## src/rtl/spi_reram_slave.sv

```systemverilog
// SPI mode-0 responder for a byte-wide synchronous ReRAM port.
// SPI pins are oversampled in the sclk domain, and each decoded byte becomes one memory strobe.
module spi_reram_slave #(
  parameter int unsigned ADDR_W = 8,
  parameter int unsigned DATA_W = 8,
  parameter logic [7:0]  CMD_WR = 8'h02,
  parameter logic [7:0]  CMD_RD = 8'h03
) (
  input  logic              sclk,
  input  logic              srst,
  input  logic              SPI_SCLK,
  input  logic              SPI_CSN,
  input  logic              SPI_MOSI,
  output logic              SPI_MISO,
  output logic [ADDR_W-1:0] mem_addr,
  output logic [DATA_W-1:0] mem_wdata,
  output logic              mem_we,
  output logic              mem_re,
  input  logic [DATA_W-1:0] mem_rdata,
  output logic              busy,
  output logic              wr_finish,
  output logic              rd_finish
);

  typedef enum logic [2:0] {IDLE, CMD, ADDR, WDATA, RDATA, IGNORE} state_t;

  state_t state, state_nxt;

  logic [2:0]        sck_sy, csn_sy;
  logic [1:0]        mosi_sy;
  logic [2:0]        bit_cnt;
  logic [DATA_W-1:0] shift_in, shift_out, rx_byte;
  logic              op_rd, load_q, wr_done, rd_done;
  logic              sck_rise, sck_fall, csn_rise, csn_fall, byte_done;

  // CSN history resets low so a select still held low across srst never looks like a new fall.
  always_ff @(posedge sclk or posedge srst) begin
    if (srst) begin
      sck_sy  <= '0;
      csn_sy  <= '0;
      mosi_sy <= '0;
    end else begin
      sck_sy  <= {sck_sy[1:0], SPI_SCLK};
      csn_sy  <= {csn_sy[1:0], SPI_CSN};
      mosi_sy <= {mosi_sy[0], SPI_MOSI};
    end
  end

  assign sck_rise  =  sck_sy[1] & ~sck_sy[2];
  assign sck_fall  = ~sck_sy[1] &  sck_sy[2];
  assign csn_rise  =  csn_sy[1] & ~csn_sy[2];
  assign csn_fall  = ~csn_sy[1] &  csn_sy[2];
  assign rx_byte   = {shift_in[DATA_W-2:0], mosi_sy[1]};
  assign byte_done = sck_rise && (bit_cnt == 3'd7);
  assign busy      = (state != IDLE);

  always_ff @(posedge sclk or posedge srst) begin
    if (srst) state <= IDLE;
    else      state <= state_nxt;
  end

  // Reads go straight to RDATA; the prefetch finishes well before the first falling edge.
  always_comb begin
    state_nxt = state;
    if (csn_rise) begin
      state_nxt = IDLE;
    end else begin
      case (state)
        IDLE:    if (csn_fall) state_nxt = CMD;
        CMD:     if (byte_done)
                   state_nxt = (rx_byte == CMD_WR || rx_byte == CMD_RD) ? ADDR : IGNORE;
        ADDR:    if (byte_done) state_nxt = op_rd ? RDATA : WDATA;
        default: state_nxt = state;
      endcase
    end
  end

  always_ff @(posedge sclk or posedge srst) begin
    if (srst) begin
      SPI_MISO  <= 1'b0;
      mem_addr  <= '0;
      mem_wdata <= '0;
      mem_we    <= 1'b0;
      mem_re    <= 1'b0;
      wr_finish <= 1'b0;
      rd_finish <= 1'b0;
      bit_cnt   <= '0;
      shift_in  <= '0;
      shift_out <= '0;
      op_rd     <= 1'b0;
      load_q    <= 1'b0;
      wr_done   <= 1'b0;
      rd_done   <= 1'b0;
    end else begin
      mem_we    <= 1'b0;
      mem_re    <= 1'b0;
      wr_finish <= 1'b0;
      rd_finish <= 1'b0;
      load_q    <= mem_re;
      if (mem_we) mem_addr <= mem_addr + 1'b1;
      if (csn_rise) begin
        SPI_MISO  <= 1'b0;
        wr_finish <= wr_done;
        rd_finish <= rd_done;
        wr_done   <= 1'b0;
        rd_done   <= 1'b0;
      end else begin
        if (sck_rise && state != IDLE) begin
          bit_cnt  <= bit_cnt + 1'b1;
          shift_in <= rx_byte;
        end
        case (state)
          IDLE: begin
            SPI_MISO <= 1'b0;
            if (csn_fall) bit_cnt <= '0;
          end
          CMD:   if (byte_done) op_rd <= (rx_byte == CMD_RD);
          ADDR: if (byte_done) begin
            mem_addr <= ADDR_W'(rx_byte);
            mem_re   <= op_rd;
          end
          WDATA: if (byte_done) begin
            mem_we    <= 1'b1;
            mem_wdata <= rx_byte;
            wr_done   <= 1'b1;
          end
          RDATA: begin
            if (sck_fall) begin
              SPI_MISO  <= shift_out[DATA_W-1];
              shift_out <= {shift_out[DATA_W-2:0], 1'b0};
            end
            if (byte_done) begin
              mem_addr <= mem_addr + 1'b1;
              mem_re   <= 1'b1;
              rd_done  <= 1'b1;
            end
          end
          default: SPI_MISO <= 1'b0;
        endcase
      end
      if (load_q) shift_out <= mem_rdata;
    end
  end

endmodule

```

## config.mk

```make
export PLATFORM = sky130hd
export DESIGN_NAME = spi_reram_slave
export DESIGN_NICKNAME = d
export VERILOG_FILES = /design/src/rtl/spi_reram_slave.sv
export SDC_FILE = /design/constraint.sdc
export NUM_CORES = 1
export LEC_CHECK = 0
export CORE_AREA = 3 3 74 76
export DETAILED_ROUTE_END_ITERATION = 12
export DIE_AREA = 0 0 77 79
export MAX_ROUTING_LAYER = met4
export PLACE_DENSITY = 0.88
export SLEW_MARGIN = 20
export SYNTH_ARGS = -nofsm -noshare
export SYNTH_HDL_FRONTEND = slang
export SYNTH_SLANG_ARGS = --single-unit
```

## constraint.sdc

```tcl
create_clock -name sclk -period 2.05 [get_ports sclk]
set_input_delay 0.205 -clock sclk [delete_from_list [all_inputs] [get_ports sclk]]
set_output_delay 0.205 -clock sclk [all_outputs]
set_load 0.02 [all_outputs]
```

# [After elaboration in Yosys (flattened, before gate mapping)]
# Index checks and enable logic that the tools add are counted.
[op_classes] n_addsub=2 multipliers=0 div=0 order_cmp=0 n_eq_ne=13 shifts=0 muxes=35 bitwise=9 reduce_logical=20
[ops] cell="$mux 8" n=8
[ops] cell="$mux 3" n=9
[ops] cell="$eq 8x2->1 const B" n=2
[ops] cell="$pmux 8 s2" n=1
[ops] cell="$mux 1" n=14
[ops] cell="$ne 3x3->1 const B" n=4
[ops] cell="$reduce_bool 2->1" n=5
[ops] cell="$pmux 3 s3" n=1
[ops] cell="$reduce_and 3->1" n=3
[ops] cell="$add 8x1->8 const B" n=1
[ops] cell="$reduce_and 2->1" n=4
[ops] cell="$eq 3x2->1 const B" n=2
[ops] cell="$eq 3x3->1 const B" n=2
[ops] cell="$not 1->1" n=5
[ops] cell="$and 1x1->1" n=4
[ops] cell="$pmux 1 s2" n=2
[ops] cell="$reduce_and 4->1" n=1
[ops] cell="$reduce_bool 4->1" n=1
[ops] cell="$add 3x1->3 const B" n=1
[ops] cell="$eq 3x1->1 const B" n=1
[ops] cell="$logic_not 3->1" n=1
[ops] cell="$reduce_bool 3->1" n=1
[ops] cell="$reduce_or 3->1" n=1
[ops] cell="$logic_and 1x1->1" n=2
[ops] cell="3 further kinds" n=3
[word_totals] register_bits=54 latchBits=0 mem_bits_rw=0 rom_bits=0 memories=0

# [Longest topological paths before layout]
[logic_depth] word_depth=6 mapped_depth=8

# [Worst setup path after synthesis]
# No wires, ideal clock.
[synth_timing] path_kind="flip-flop to flip-flop" startpoint="reg csn_sy[1]" endpoint="reg shift_out[7]" setup_time_ns=0.125 arrival_time_ns=1.752 slack_ns=0.172 stages_incl_launch_ff=8 period_less_slack_ns=1.878 cell_sequence="dfrtp_1 > ha_1 > buf_6 > or4b_4 > or2_1 > buf_6 > mux2i_1 > o21ai_1"
[synth_via] elab_chain_cells=3
[synth_rtl] element="start: declaration" line_no="29" source="logic [2:0] sck_sy, csn_sy;"
[synth_rtl] element="start signal: assignment" line_no="44" source="csn_sy <= {csn_sy[1:0], SPI_CSN};"
[synth_rtl] element="$and 1x1->1" line_no="51" source="assign csn_rise = csn_sy[1] & ~csn_sy[2];"
[synth_rtl] element="net csn_rise" line_no="34" source="logic sck_rise, sck_fall, csn_rise, csn_fall, byte_done;"
[synth_rtl] element="$ne 2x2->1 (no source line)"
[synth_rtl] element="$reduce_and 3->1 (no source line)"
[synth_rtl] element="end signal: assignment" line_no="130" source="shift_out <= {shift_out[DATA_W-2:0], 1'b0};"
[synth_rtl] element="end signal: assignment" line_no="141" source="if (load_q) shift_out <= mem_rdata;"
[synth_rtl] element="end: declaration" line_no="32" source="logic [DATA_W-1:0] shift_in, shift_out, rx_byte;"
# The timed path passes the listed nets, and every way through them passes these cells.
# A chain may end at the register's enable or synchronous reset.

# [Worst setup path in the final report]
[layout_timing] startpoint="reg csn_sy[1]" endpoint="reg mem_wdata[6]"
[layout_via] elab_chain_cells=3
[layout_rtl] element="$and 1x1->1" line_no="51"
[layout_rtl] element="net csn_rise" line_no="34"
[layout_rtl] element="$not 1->1 (no source line)"
[layout_rtl] element="$reduce_and 3->1 (no source line)"
[layout_rtl] element="end signal: assignment" line_no="124" source="mem_wdata <= rx_byte;"
[layout_rtl] element="end: declaration" line_no="16" source="output logic [DATA_W-1:0] mem_wdata,"
# The timed path passes the listed nets, and every way through them passes these cells.

==> summary.md <==
| Metric | Value |
|---|---|
| Status | `completed` |
| Worst slew pin tran | `approximately 500 ps` |
| H-tree Lvls | `2` |
| Deepest clock path buffer count | `2` |
| Final WL | `approximately 5600 um` |
| P_leak | `0.00144 uW` |
| RR Startpoint | `csn_sy[1]$_DFF_PP0_` |
| Core area | `about 0.0048 mm2` |
| Crit path launch | `csn_sy[1]$_DFF_PP0_` |
| DR WL/cell | `about 15 um` |
| Worst-Skew Late Latency | `around 310 ps` |
| Clk root buf | `clkbuf_8` |
| Worst setup SP type | `flop` |
| Via-per-instance ratio | `5.66` |
| FF+latch count, synth | `between 50 and 60` |
| Worst slew margin | `roughly two thirds` |
| Sink Count | `54` |
| Die X | `slightly below 80 um` |
| Post-synth top cells | `54 x dfrtp_1, 38 x nand2_1, 13 x o21ai_0` |
| Maximum vdd drop | `roughly 700 uV` |
| Yosys top cell area share | `51.3%` |
| Unrepaired setup endpoints after global routing | `false` |
| CP max stage cell | `dfrtp_1` |
| I/O pins | `35` |
| Register area share after synthesis | `51.3%` |
| Crit path DAT | `2140 ps` |
| Num rows | `25` |
| CTS tree | `built` |
| Vias | `2044` |
| Synth-to-Final Area Change | `21.5%` |
| FFs w/ async S/R, synth | `100%` |
| ANT nets after route | `0` |
| Global-route wire length before repair | `9850 um` |
| FILL cells | `384` |
| FMAX | `~520 MHz` |
| Final setup fails | `0` |
| I/O Buffers | `34` |
| Slowest stage delay, CP | `400 ps` |
| Synthesized area per cell | `10.3 um2` |
| Post-synth EDFFs | `0` |
| Largest net degree at the start of global routing | `35` |
| Final core utilization | `66.9%` |
| GRT overflow | `0` |
| Synthesized area | `approximately 0.0026 mm2` |
| Cell variety after synth | `55` |
| Setup bufs post-CTS | `0` |
| Placer Congestion | `0.902` |
| Syn nets | `274` |
| Pre-CTS setup slack | `72.0 ps` |
| Initial detailed-routing violation count | `185` |
| Max Clock Skew | `5.89 ps` |
| MaxCap Viol Count | `0` |
| Setup TNS | `0 ps` |
| Most common cell in the netlist | `dfrtp_1` |
| Gate Count Post-Synth | `256` |
| Hold Buf Count CTS | `0` |
| Period utilization | `between 90% and 100%` |
| Final nets | `312` |
| Final Hold Fails | `0` |
| Worst setup margin | `109 ps` |
| Final min period | `1940 ps` |
| Share of cells above drive strength 1 | `between 10% and 20%` |
| Pwr Total | `roughly 3000 uW` |
| Largest cells by area after synthesis | `dfrtp_1 51%, nand2_1 5.4%, mux2_2 3.8%` |
| Cell breakdown of the critical path | `ha_1 -> nor3b_1 -> nand2_1 -> nor2_4 -> mux2_2` |
| Power Dens Cells | `936 mW/mm2` |
| Number of remaining DRC errors | `0` |
| First-pass detailed-route iteration total | `4` |
| Post-CTS sizing | `0` |
| Min-Delay Path Class | `primary input to async pin` |
| GRT Total Usage | `20.8%` |
| Worst EP required | `2250 ps` |
| Initial antenna violation count | `0` |
| Critical path class | `flop to flop` |
| N_diodes | `0` |
| CP Capture Type | `flop` |
| DP HPWL | `3960 um` |
| Critical Path Fanout Max | `10` |
| Max-slew violation count | `0` |
| Synth warnings | `0` |
| Initial Utilization | `approximately 55%` |
| Cts bufs inserted | `5` |
| Die area | `0.00608 mm2` |
| Vias in the first global route | `slightly above 2000` |
| Die height | `79 um` |
| Clock Pin Slew Worst Setup and Hold Paths | `90 ps` |
| Yosys top cell by area | `dfrtp_1` |
| Prevailing post-synth register cell | `dfrtp_1` |
==> through the flow <==
| step | hold slack [ps] | instance area (um2) | instances |
|---|---|---|---|
| 6_report | 212 | 3200 | 361 |
| 5_1_grt | 254 | 3200 | 361 |
| 4_1_cts | 231 | 3190 | 361 |
| 3_5_place_dp | 337 | 3080 | 354 |
| 3_3_place_gp | 335 | 3080 | 354 |
| 2_1_floorplan | 236 | 2640 | 256 |
==> critical path: cells and delay by family (launching register included) <==
family / cells / cell delay, ps
fa+ha+maj: 1 / 250
simple gates: 3 / 790
flops: 1 / 400
mux: 1 / 380
==> sequential cells by signal, summed over array words and instances, names as in the netlist, 2 cells and up <==
| name | flops |
|---|---|
| bit_cnt | 3 |
| csn_sy | 3 |
| mem_addr | 8 |
| mem_wdata | 8 |
| mosi_sy | 2 |
| sck_sy | 3 |
| shift_in | 7 |
| shift_out | 8 |
| state | 3 |
==> final timing paths <==
kind	endpoint	slack, ps	cells past startpoint
max reg2reg	mem_wdata[6]$_DFFE_PP0P_	110	5
max in group asynchronous	mem_wdata[7]$_DFFE_PP0P_	1320	3
min in group sclk	sck_sy[0]$_DFF_PP0_	330	1
max	mem_wdata[6]$_DFFE_PP0P_	110	5
min	shift_out[0]$_DFFE_PP0P_	210	2
min reg2reg	mosi_sy[1]$_DFF_PP0_	360	0
==> logic make-up (layout without fill, tap and decap cells) <==
| kind of cell | Yosys count | after routing | synth area share (%) |
|---|---|---|---|
| multiplexers | 18 | 18 | 7.27 |
| flip-flops | 54 | 54 | 51.3 |
| AO/OA/AOI/OAI | 59 | 59 | 15.3 |
| AND/OR/NAND/NOR | 88 | 88 | 16.6 |
| buffers and inverters | 23 | 61 | 4.18 |
| XOR/XNOR | 9 | 9 | 2.99 |
| adder cells (fa/ha/maj) | 5 | 5 | 2.37 |
==> power by group <==
group,internal [uW],total [uW],switching [uW]
registers,1210,1360,150
logic,387,898,512
clock network,391,735,344
==> final cells by class <==
cell class	instances	area (um2)	share of cell area [%]
flip-flops and latches	54	1350	42.2
multi-input cells	179	1180	36.9
repair buffers	45	438	13.7
well taps	67	83.8	2.62
clock buffers	6	82.6	2.58
inverters	9	33.8	1.06
clock inverters	1	30.0	0.938
==> routing by layer <==
metal | part of all wire, % | GRT usage (%)
met5 | 0 | -
met4 | 1.5 | 7.12
met2 | 49 | 32.4
met1 | 45 | 27.9
met3 | 4.6 | 3.63
==> cells in the final DEF (no fill, tap or decap), types with 8 or more instances in the layout <==
master / n
clkdlybuf4s50_1: 33
mux2_2: 9
o21ai_0: 13
inv_1: 8
mux2i_1: 9
nand2_1: 38
buf_4: 10
nor3_1: 8
dfrtp_1: 54
nor2_1: 10
Power figures use the tool's default switching activity.
